### src/rtl/shift_register_universal.sv
// Universal shift register: STEP-bit shift/rotate left/right, parallel load, clear,
// plus a frame counter that pulses o_word_valid when a full word has been shifted in.
module shift_register_universal #(
  parameter int WIDTH = 64,
  parameter int STEP  = 1
) (
  input  logic                 clk,
  input  logic                 i_rst_n,
  input  logic                 i_enable,
  input  logic [2:0]           i_mode,
  input  logic [STEP-1:0]      i_ser_data,
  input  logic [WIDTH-1:0]     i_par_data,
  output logic [WIDTH-1:0]     o_data,
  output logic [STEP-1:0]      o_ser_msb,
  output logic [STEP-1:0]      o_ser_lsb,
  output logic [$clog2(WIDTH/STEP)-1:0] o_count,
  output logic                 o_word_valid
);

  localparam int WORDS = WIDTH / STEP;
  localparam int CNT_W = $clog2(WORDS);

  typedef enum logic [2:0] {
    M_HOLD  = 3'd0,
    M_SHL   = 3'd1,
    M_SHR   = 3'd2,
    M_ROL   = 3'd3,
    M_ROR   = 3'd4,
    M_LOAD  = 3'd5,
    M_CLEAR = 3'd6,
    M_RSVD  = 3'd7
  } mode_e;

  logic [WIDTH-1:0] data_d, data_q;
  logic [CNT_W-1:0] cnt_d,  cnt_q;
  logic             wv_d,   wv_q;
  logic             shift_in;

  always_comb begin
    data_d   = data_q;
    cnt_d    = cnt_q;
    wv_d     = 1'b0;
    shift_in = 1'b0;
    if (i_enable) begin
      case (mode_e'(i_mode))
        M_SHL: begin
          data_d   = {data_q[WIDTH-STEP-1:0], i_ser_data};
          shift_in = 1'b1;
        end
        M_SHR: begin
          data_d   = {i_ser_data, data_q[WIDTH-1:STEP]};
          shift_in = 1'b1;
        end
        M_ROL:   data_d = {data_q[WIDTH-STEP-1:0], data_q[WIDTH-1 -: STEP]};
        M_ROR:   data_d = {data_q[STEP-1:0], data_q[WIDTH-1:STEP]};
        M_LOAD: begin
          data_d = i_par_data;
          cnt_d  = '0;
        end
        M_CLEAR: begin
          data_d = '0;
          cnt_d  = '0;
        end
        default: ;
      endcase
    end
    // Both shift directions feed the same frame counter; no direction tracking.
    if (shift_in) begin
      if (cnt_q == CNT_W'(WORDS - 1)) begin
        cnt_d = '0;
        wv_d  = 1'b1;
      end else begin
        cnt_d = cnt_q + CNT_W'(1);
      end
    end
  end

  always_ff @(posedge clk or negedge i_rst_n) begin
    if (!i_rst_n) begin
      data_q <= '0;
      cnt_q  <= '0;
      wv_q   <= 1'b0;
    end else begin
      data_q <= data_d;
      cnt_q  <= cnt_d;
      wv_q   <= wv_d;
    end
  end

  assign o_data       = data_q;
  assign o_ser_msb    = data_q[WIDTH-1 -: STEP];
  assign o_ser_lsb    = data_q[STEP-1:0];
  assign o_count      = cnt_q;
  assign o_word_valid = wv_q;

endmodule

### config.mk
export PLATFORM = sky130hd
export DESIGN_NAME = shift_register_universal
export DESIGN_NICKNAME = d
export VERILOG_FILES = /design/src/rtl/shift_register_universal.sv
export SDC_FILE = /design/constraint.sdc
export NUM_CORES = 1
export LEC_CHECK = 0
export ABC_AREA = 1
export ABC_CLOCK_PERIOD_IN_PS = 1650
export CAP_MARGIN = 20
export CORE_UTILIZATION = 30
export DETAILED_ROUTE_END_ITERATION = 8
export GPL_ROUTABILITY_DRIVEN = 0
export GPL_TIMING_DRIVEN = 0
export PLACE_DENSITY = 0.54
export RECOVER_POWER = 50
export SLEW_MARGIN = 0
export SYNTH_ARGS = -nofsm -noshare
export SYNTH_HDL_FRONTEND = slang
export SYNTH_SLANG_ARGS = --single-unit
### constraint.sdc
create_clock -name clk -period 1.65 [get_ports clk]
set_input_delay 0.4125 -clock clk [delete_from_list [all_inputs] [get_ports clk]]
set_output_delay 0.4125 -clock clk [all_outputs]
set_load 0.02 [all_outputs]
**Yosys cells after proc, flatten, opt, wreduce, memory -nomap -nowiden**

Index checks and enable logic that the tools add are counted.

- Add/sub/neg operators: 1
- Equality and inequality tests: 7
- Mux-type cells: 9
- Reductions and logical operators: 7

Operator list:

| operator | count |
|---|---|
| case mux 64 bit (6 select lines) | 1 |
| two-way mux 6 bit | 4 |
| == test 3 bit (second input constant) | 3 |
| adder 6 x 1 -> 6 bit (second input constant) | 1 |
| == test 3 x 2 -> 1 bit (second input constant) | 2 |
| == test 6 bit (second input constant) | 1 |
| nonzero test 6 bit | 1 |
| two-way mux 1 bit | 4 |
| AND reduction 2 bit | 2 |
| nonzero test 2 bit | 2 |
| OR reduction 2 bit | 2 |
| == test 3 x 1 -> 1 bit (second input constant) | 1 |

- Bits in registers: 71
- Output and inout bits: 73

**Longest topological paths before layout**

Gate-level depths: netlist of run 1.

- Word-level depth: 6
- Mapped depth: 9
- Mapped depth without buffers: 8

**Least setup slack after synthesis of run 1**

No wires, ideal clock.

- Path kind: input-to-reg
- Start point: input i_mode[1]
- End point: register data_q[10] (netlist: o_data[10])
- Library setup time: 0.117 ns
- Arrival: 1.294 ns
- Data required time: 1.533 ns
- Path slack: 0.239 ns
- Stages on the path: 8
- Path through: buf_6 > nor2_1 > nand2_1 > nand3_2 > buf_6 > nand3_1 > nor2_1 > nor2_1

- Cells in the longest elaborated chain, start to end: 3

RTL lines:

| element | RTL line | source |
|---|---|---|
| start, declared | 10 | `input logic [2:0] i_mode,` |
| == test 3 x 2 -> 1 bit, or another cell as far along | 45 | `case (mode_e'(i_mode))` |
| nonzero test 6 bit (no line) | - |  |
| AND reduction 2 bit (no line) | - |  |
| end signal, assigned | 84 | `data_q <= data_d;` |
| end, declared | 34 | `logic [WIDTH-1:0] data_d, data_q;` |

Several ways; a longest one is shown, not always the timed one.
A chain may end at the register's enable or synchronous reset.

**Final worst setup path of run 1**

- Start point: register data_q[63] (netlist: o_data[63])
- End point: output o_ser_msb

RTL lines:

| element | RTL line | source |
|---|---|---|
| end, declared | 14 | `output logic [STEP-1:0] o_ser_msb,` |

No word-level cell between the ends.

==> flow_metrics.tcl, run 1 <==
set metrics [dict create \
    cp-end-kind "output pin" \
    p_comb_share_pct 34.6 \
    clkLatencyLatePin_ns 0.33 \
    fin_crit_sh_pct 95.57 \
    cts_buffers 9 \
    p_int_mw 4.127 \
    cp.required_ns 1.24 \
    path_buf_inv 1 \
    finalSetupViolations 0 \
    fillers 1495 \
    worstRegToRegCells 6 \
    tritoncts "yes" \
    rr_endpoint "o_count[5]$_DFFE_PN0P_" \
    die_h_um 122.8 \
    grt_usage_pct 18.80 \
    grt_pass1_wl_mm 22.11 \
    nets 920 \
    cts_buffer_depth 2 \
    antenna_left 0 \
    syn_area_per_cell_sq_um 6.345 \
    postPlaceCellArea_sq_mm 0.006040 \
    vias_per_cell 4.608 \
    grt_pass1_vias 4431 \
    worst_clock_skew_ns 0.003424 \
    slowest_delay_ns 0.47 \
    drive_above_1_share_pct 8.461 \
    drt_iter0_drc 249 \
    num_rows 43 \
    rr_startpoint "o_count[0]$_DFFE_PN0P_" \
    path_max_fanout 5 \
    crit_chain "dlygate4sd2_1" \
    port_buffers 141 \
    fmax_mhz 634.1 \
    slew_viol_final 0 \
    ys_ff_latch 71 \
    power_density_mw_per_mm2 1048 \
    status "finished, final reports clean" \
    relSlewSlack_pct 53.07 \
    die_w_um 122.8 \
    fin_hold_ws_ns 0.1171 \
    dieArea_sq_mm 0.01508 \
    switching_share_pct 37.25 \
    start_util_pct 31.18 \
    maxCapViolations 0 \
    dp_hpwl_mm 9.638 \
    pwr-share-seq_pct 38.3 \
    tightest_slew_ns 0.7040 \
    syn_nets 762 \
    io_pins 144 \
    ff2ff_setup_slack_ns 0.27 \
    rsz0062_at_grt "false" \
    cts-root-buf "clkbuf_16" \
    wl_per_cell_um 13.16 \
    clk_pin_slew_ns 0.06 \
    grt_max_degree 47 \
    p_sw_mw 2.450 \
    yosysUniqueCellTypes 19 \
    grt.overflow.total 0 \
    timing.final.hold_violations 0 \
    p_leak_nw 3.191 \
    netlist_instances 690 \
    routed_wl_mm 13.58 \
    fin_area_sq_mm 0.006275 \
    synth_area_sq_mm 0.004378 \
    syn2layout_area_growth_pct 43.33 \
    antenna_found_initial 1 \
    cts.sinks 71 \
    crit_type "flop to output pin" \
    coreArea_sq_mm 0.01404 \
    hold_class "primary input to asynchronous set/reset pin" \
    startpoint_type "flop" \
    dr.pass1.iters 4 \
    ys_seq_area_share_pct 40.58 \
    vias 4755 \
    route.detailed.drc 0 \
    irDropWorstVdd_mv 0.4921 \
    yosysWarningCount 0 \
    htreeDepth 3 \
    clkPwrFrac_pct 27.1 \
    critical-path-top-delay-family "flip-flops" \
    critical_path.slowest_cell "dfrtp_1" \
    min_period_ns 1.577 \
    cp.arrival_ns 1.16 \
]
-- cell type report --
class                   count  area (sq um)  share of cell area, %
plain buffers              41         299.0                  4.766
clock buffers              13         260.3                  4.148
well taps                 180         225.2                  3.589
diodes                      1         2.502                0.03988
clock inverters             1         5.005                0.07976
multi-input cells         570          2326                  37.07
repair buffers            146          1346                  21.46
flip-flops and latches     71          1777                  28.31
inverters                   9         33.78                 0.5384
-- what timing repair did --
item / in CTS / in global routing
pin swaps: 2 / 0
endpoints found under the setup margin: 134 / 41
hold buffers: 0 / 0
buffers inserted: 4 / 0
cloned: 1 / 0
gates resized for setup: 96 / 3
-- per-stage QoR --
stage	setup TNS [ns]	utilization (%)	power, mW	cells	setup slack [ns]
2_1_floorplan	0	-	3.815	690	0.2390
3_3_place_gp	-221.28	42.83	5.069	1011	-2.605
3_5_place_dp	-37.45	43.01	5.099	1012	-0.6149
4_1_cts	0	44.85	6.671	1031	0.04695
5_1_grt	0	44.69	7.027	1032	0.009181
6_report	0	44.69	6.576	1032	0.07307
-- cell families after synthesis --
group,share of synthesized area (%)
simple gates,50.87
compound gates,1.029
fa+ha+maj,0.2858
flops,40.58
buf+inv,7.231
-- flip-flops by register name, summed over array words and instances, names as in the netlist --
| register | flops |
|---|---|
| o_data | 64 |
| o_word_valid | 1 |
| o_count | 6 |
-- Yosys cell counts, drive strengths merged --
master | n | area share, %
o22ai | 1 | 0.14
nand4 | 3 | 0.43
o21ai | 4 | 0.54
ha | 1 | 0.29
nor2 | 198 | 17
a21oi | 3 | 0.34
buf | 34 | 5.9
inv | 9 | 0.77
nand2 | 283 | 24
clkbuf | 7 | 0.60
nand3 | 76 | 8.9
dfrtp | 71 | 41
-- power by group through the flow --
stage | combinational (mW) | clock (mW) | sequential, mW
6_report | 2.28 | 1.78 | 2.52
4_1_cts | 2.31 | 1.83 | 2.53
2_1_floorplan | 0.904 | 0 | 2.91
3_5_place_dp | 2.53 | 0 | 2.57
5_1_grt | 2.53 | 1.90 | 2.59
3_3_place_gp | 2.50 | 0 | 2.57
-- per-layer routing --
metal / wire length [um] / vias to the layer above / global-route usage (%)
met5: 0 / - / 0
met4: 243 / 0 / 6.479
met3: 913 / 16 / 4.368
met2: 6099 / 136 / 29.60
met1: 6322 / 2147 / 25.17
li1: - / 2456 / -
-- cell usage in the layout (no fill, tap or decap), types with 4 or more instances in the layout --
cell type        count
buf_6               13
buf_4                9
dfrtp_1             71
clkbuf_16            9
clkdlybuf4s50_1     66
dlygate4sd2_1       72
clkbuf_2             6
nor2_1             196
buf_2               19
inv_1                8
nand3_1             74
nand2_1            279
nand2_2              4
-- worst max path at each step --
stage                                start                endpoint  depth (start not counted)
floorplan                        i_mode[1]  o_data[10]$_DFFE_PN0P_                          8
global placement                   i_rst_n  o_data[50]$_DFFE_PN0P_                          1
detailed placement                i_enable  o_data[48]$_DFFE_PN0P_                          6
CTS                               i_enable  o_data[48]$_DFFE_PN0P_                          6
global route        o_count[0]$_DFFE_PN0P_              o_count[0]                          1
finish              o_data[63]$_DFFE_PN0P_               o_ser_msb                          1
Note: power is estimated with default switching activity, not from simulation.
==> run 2: changes to the inputs <==
CORE_MARGIN = 8   (was unset)
==> flow_metrics.tcl, run 2 (synthesized netlist as in run 1, its figures left out) <==
set metrics [dict create \
    status "finished, final reports clean" \
    route.detailed.drc 0 \
    clkLatencyLatePin_ns 0.34 \
    final_common_cell "nand2_1" \
    ctsHoldBuffers 0 \
    relSlewSlack_pct 44.47 \
    worstRegToRegCells 6 \
    ff2ff_setup_slack_ns 0.26 \
    drive_above_1_share_pct 8.451 \
    finalSetupViolations 0 \
    fin_hold_ws_ns 0.1644 \
    tritoncts "yes" \
    port_buffers 141 \
    dp_slack_ns -0.6808 \
    maxCapViolations 0 \
    irDropWorstVdd_mv 0.4406 \
    top_layer "met5" \
    coreArea_sq_mm 0.01442 \
    vias 4777 \
    die_w_um 136.8 \
    routed_wl_mm 14.65 \
    cts.sinks 71 \
    tightest_slew_ns 0.8329 \
    finalNonFillerCells 1036 \
    dp_hpwl_mm 10.51 \
    grt_pass1_vias 4523 \
    fin_util_pct 44.32 \
    cts-root-buf "clkbuf_16" \
    drt_iter0_drc 291 \
    p_leak_nw 3.232 \
    start_util_pct 30.35 \
    hold_class "primary input to asynchronous set/reset pin" \
    fin_crit_sh_pct 95.89 \
    cp-end-kind "output pin" \
    startpoint_type "flop" \
    grt.overflow.total 0 \
    timing.final.hold_violations 0 \
    path_max_fanout 3 \
    rr_endpoint "o_count[5]$_DFFE_PN0P_" \
    rsz0062_at_grt "false" \
    fmax_mhz 632.1 \
    cp.required_ns 1.24 \
    num_rows 44 \
    htreeDepth 3 \
    die_h_um 136.8 \
    power_density_mw_per_mm2 1132 \
    io_pins 144 \
    clk_pin_slew_ns 0.06 \
    antenna_left 0 \
    vias_per_cell 4.611 \
    fin_ws_ns 0.06788 \
    crit_type "flop to output pin" \
    dr.pass1.iters 5 \
    wl_per_cell_um 14.14 \
    antenna_found_initial 1 \
    min_period_ns 1.582 \
    grt_usage_pct 15.67 \
    cts_buffers 9 \
    cts_buffer_depth 2 \
    grt_pass1_wl_mm 23.46 \
    wl_met2_mm 6.669 \
    fin_area_sq_mm 0.006392 \
    syn2layout_area_growth_pct 46.01 \
    grt_max_degree 45 \
    rr_startpoint "o_count[0]$_DFFE_PN0P_" \
    nets 919 \
    dieArea_sq_mm 0.01871 \
    most-common-layout-cells "nand2_1 (280), nor2_1 (196), nand3_1 (74), dlygate4sd2_1 (72), dfrtp_1 (70)" \
    wl_met1_mm 6.613 \
    cp.arrival_ns 1.17 \
    worst_clock_skew_ns 0.008419 \
    largest_reg_flops 64 \
    antenna-diode-count 0 \
    slew_viol_final 0 \
    dr_wl_met3_mm 1.176 \
    place_inst 1016 \
    postPlaceCellArea_sq_mm 0.006045 \
]
-- run 2: cell count changes in the layout (fill, tap and decap cells not counted), moves of 2 or more --
cell / delta
clkbuf_4: +2
nand2_2: -2
bufinv_16: +4
buf_2: -4
clkbuf_8: -2
buf_4: -2
-- run 2: through the flow --
step,total power [mW],setup TNS (ns)
5_1_grt,7.682,0
4_1_cts,7.349,0
2_1_floorplan,3.815,0
3_3_place_gp,5.100,-227.67
6_report,7.234,0
3_5_place_dp,5.134,-41.81
-- run 2: power by group --
part           switching, mW  internal [mW]  total [mW]
Clock                  0.783           1.63        2.41
Combinational           1.35          0.949        2.30
Sequential             0.421           2.11        2.53
Total                   2.55           4.68        7.23
-- run 2: worst max-delay path by stage --
stage	start	end	slack [ns]	cells past startpoint
6_report	o_data[0]$_DFFE_PN0P_	o_data[0]	0.07	2
5_1_grt	i_enable	o_data[28]$_DFFE_PN0P_	0.003	6
4_1_cts	o_data[0]$_DFFE_PN0P_	o_data[0]	0.01	2
3_5_place_dp	i_enable	o_data[3]$_DFFE_PN0P_	-0.68	6
3_3_place_gp	i_rst_n	o_data[52]$_DFFE_PN0P_	-2.65	1
2_1_floorplan	i_mode[1]	o_data[10]$_DFFE_PN0P_	0.24	8
-- run 2: per-layer routing --
metal	GRT usage (%)	vias up
met5	0	-
met4	5.009	2
met3	4.956	12
met2	24.49	134
met1	20.16	2182
li1	-	2447
-- run 2: cell type report --
cell class | instances | area (sq um)
sequential | 71 | 1778
buffer | 41 | 306.5
timing repair buffer | 146 | 1380
clock buffer | 10 | 229.0
tap | 184 | 230.2
clock inverter | 6 | 132.6
multi-input combinational | 569 | 2302
fill | 1544 | 8031
inverter | 9 | 33.78
-- run 2: worst max-delay path, stage by stage, from the launching register on --
cell and delay, ns:
dfrtp_2 0.43, buf_4 0.13, clkdlybuf4s15_1 0.28
-- run 2: timing repair --
action | CTS | global route
setup buffers | 4 | 0
pin swaps | 2 | 0
setup endpoints to repair | 134 | 61
gates resized for setup | 90 | 8
==> run 3: changes to the inputs <==
ABC_CLOCK_PERIOD_IN_PS = 2009   (was 1650)
clock period = 2.01 ns   (was 1.65 ns; I/O delays follow)
==> flow_metrics.tcl, run 3 (synthesized netlist as in run 1, its figures left out) <==
set metrics [dict create \
    status "finished, final reports clean" \
    maxCapViolations 0 \
    timing.final.hold_violations 0 \
    cp.required_ns 1.51 \
    grt_pass1_wl_mm 23.33 \
    finalSetupViolations 0 \
    drt_iter0_drc 323 \
    htreeDepth 3 \
    p_comb_share_pct 33.8 \
    fillers 1528 \
    fin_ws_ns 0.04199 \
    grt_pass1_vias 4486 \
    antenna_found_initial 0 \
    num_rows 44 \
    crit_chain "clkdlybuf4s50_1" \
    vias 4747 \
    dp_slack_ns -0.4108 \
    switching_share_pct 34.20 \
    hold_class "primary input to asynchronous set/reset pin" \
    cts-root-buf "clkbuf_16" \
    dr.pass1.iters 4 \
    nets 917 \
    grt_usage_pct 15.60 \
    vias_per_cell 4.591 \
    path_max_fanout 5 \
    coreArea_sq_mm 0.01442 \
    slew_viol_final 0 \
    pwr-share-seq_pct 34.0 \
    cts_buffer_depth 2 \
    path_buf_inv 1 \
    min_period_ns 1.968 \
    antenna-diode-count 0 \
    drive_above_1_share_pct 7.529 \
    worstRegToRegCells 6 \
    route.detailed.drc 0 \
    finalNonFillerCells 1034 \
    relSlewSlack_pct 49.15 \
    tightest_slew_ns 0.7627 \
    die_h_um 136.8 \
    clkLatencyLatePin_ns 0.34 \
    cp.arrival_ns 1.47 \
    fin_area_sq_mm 0.006454 \
    critical_path.slowest_cell "clkdlybuf4s50_1" \
    p_int_mw 4.047 \
    power_density_mw_per_mm2 953.0 \
    ff2ff_setup_slack_ns 0.63 \
    startpoint_type "flop" \
    grt.overflow.total 0 \
    clk_pin_slew_ns 0.06 \
    largest_reg_flops 64 \
    p_leak_nw 3.128 \
    final_common_cell "nand2_1" \
    postPlaceCellArea_sq_mm 0.006045 \
    syn2layout_area_growth_pct 47.41 \
    dieArea_sq_mm 0.01871 \
    place_inst 1016 \
    rr_endpoint "o_count[5]$_DFFE_PN0P_" \
    cts_buffers 9 \
    antenna_left 0 \
    cp-end-kind "output pin" \
    port_buffers 141 \
    fin_hold_ws_ns 0.2239 \
    critical-path-top-delay-family "buffers and inverters" \
    wl_per_cell_um 14.12 \
    slowest_delay_ns 0.66 \
    most-common-layout-cells "nand2_1 (281), nor2_1 (196), clkdlybuf4s50_1 (138), nand3_1 (74), dfrtp_1 (70)" \
    die_w_um 136.8 \
    tritoncts "yes" \
    fin_tns_setup_ns 0 \
    fin_crit_sh_pct 97.91 \
    rr_startpoint "o_count[0]$_DFFE_PN0P_" \
    clkPwrFrac_pct 32.2 \
    dp_hpwl_mm 10.51 \
    routed_wl_mm 14.60 \
    start_util_pct 30.35 \
    grt_max_degree 45 \
    crit_type "flop to output pin" \
    p_sw_mw 2.104 \
    worst_clock_skew_ns 0.008466 \
    io_pins 144 \
    irDropWorstVdd_mv 0.3769 \
    fmax_mhz 508.1 \
    cts.sinks 71 \
]
## run 3: final cells by class
cell class                 count  area, sq um  area share [%]
multi-input combinational    569         2305           35.71
timing repair buffer         144         1443           22.35
inverter                       9        33.78          0.5235
tap                          184        230.2           3.567
clock buffer                  10        229.0           3.548
buffer                        41        302.8           4.692
sequential                    71         1778           27.55
clock inverter                 6        132.6           2.055
## run 3: per-stage QoR
step / util [%] / power, mW
finish: 44.74 / 6.151
global route: 44.74 / 6.514
CTS: 44.42 / 6.235
detailed placement: 41.91 / 4.215
global placement: 41.73 / 4.187
floorplan: - / 3.132
## run 3: repair_timing
| action | 4_1_cts | 5_1_grt |
|---|---|---|
| endpoints found under the setup margin | 61 | 46 |
| hold buffers | 0 | 0 |
| buffers inserted | 0 | 2 |
| pin swaps | 0 | 1 |
| gates resized for setup | 3 | 14 |
## run 3: worst max path at each step
stage / start / end / slack (ns) / cells past startpoint
6_report: o_data[63]$_DFFE_PN0P_ / o_ser_msb / 0.04 / 1
5_1_grt: i_mode[0] / o_data[32]$_DFFE_PN0P_ / -0.006 / 9
4_1_cts: o_data[0]$_DFFE_PN0P_ / o_data[0] / 0.009 / 2
3_5_place_dp: i_enable / o_data[3]$_DFFE_PN0P_ / -0.41 / 6
3_3_place_gp: i_rst_n / o_data[52]$_DFFE_PN0P_ / -2.38 / 1
2_1_floorplan: i_mode[1] / o_data[10]$_DFFE_PN0P_ / 0.51 / 8
## run 3: power by group through the flow
stage / sequential (mW) / combinational [mW] / clock [mW]
4_1_cts: 2.10 / 2.11 / 2.03
3_5_place_dp: 2.11 / 2.10 / 0
6_report: 2.09 / 2.08 / 1.98
5_1_grt: 2.14 / 2.29 / 2.08
3_3_place_gp: 2.11 / 2.08 / 0
2_1_floorplan: 2.39 / 0.742 / 0
## run 3: per-layer routing
layer | up-vias | wire, um | track usage (%)
met5 | - | 0 | 0
met4 | 0 | 152 | 4.828
met3 | 8 | 1303 | 4.993
met2 | 130 | 6720 | 24.49
met1 | 2167 | 6424 | 19.98
li1 | 2442 | - | -
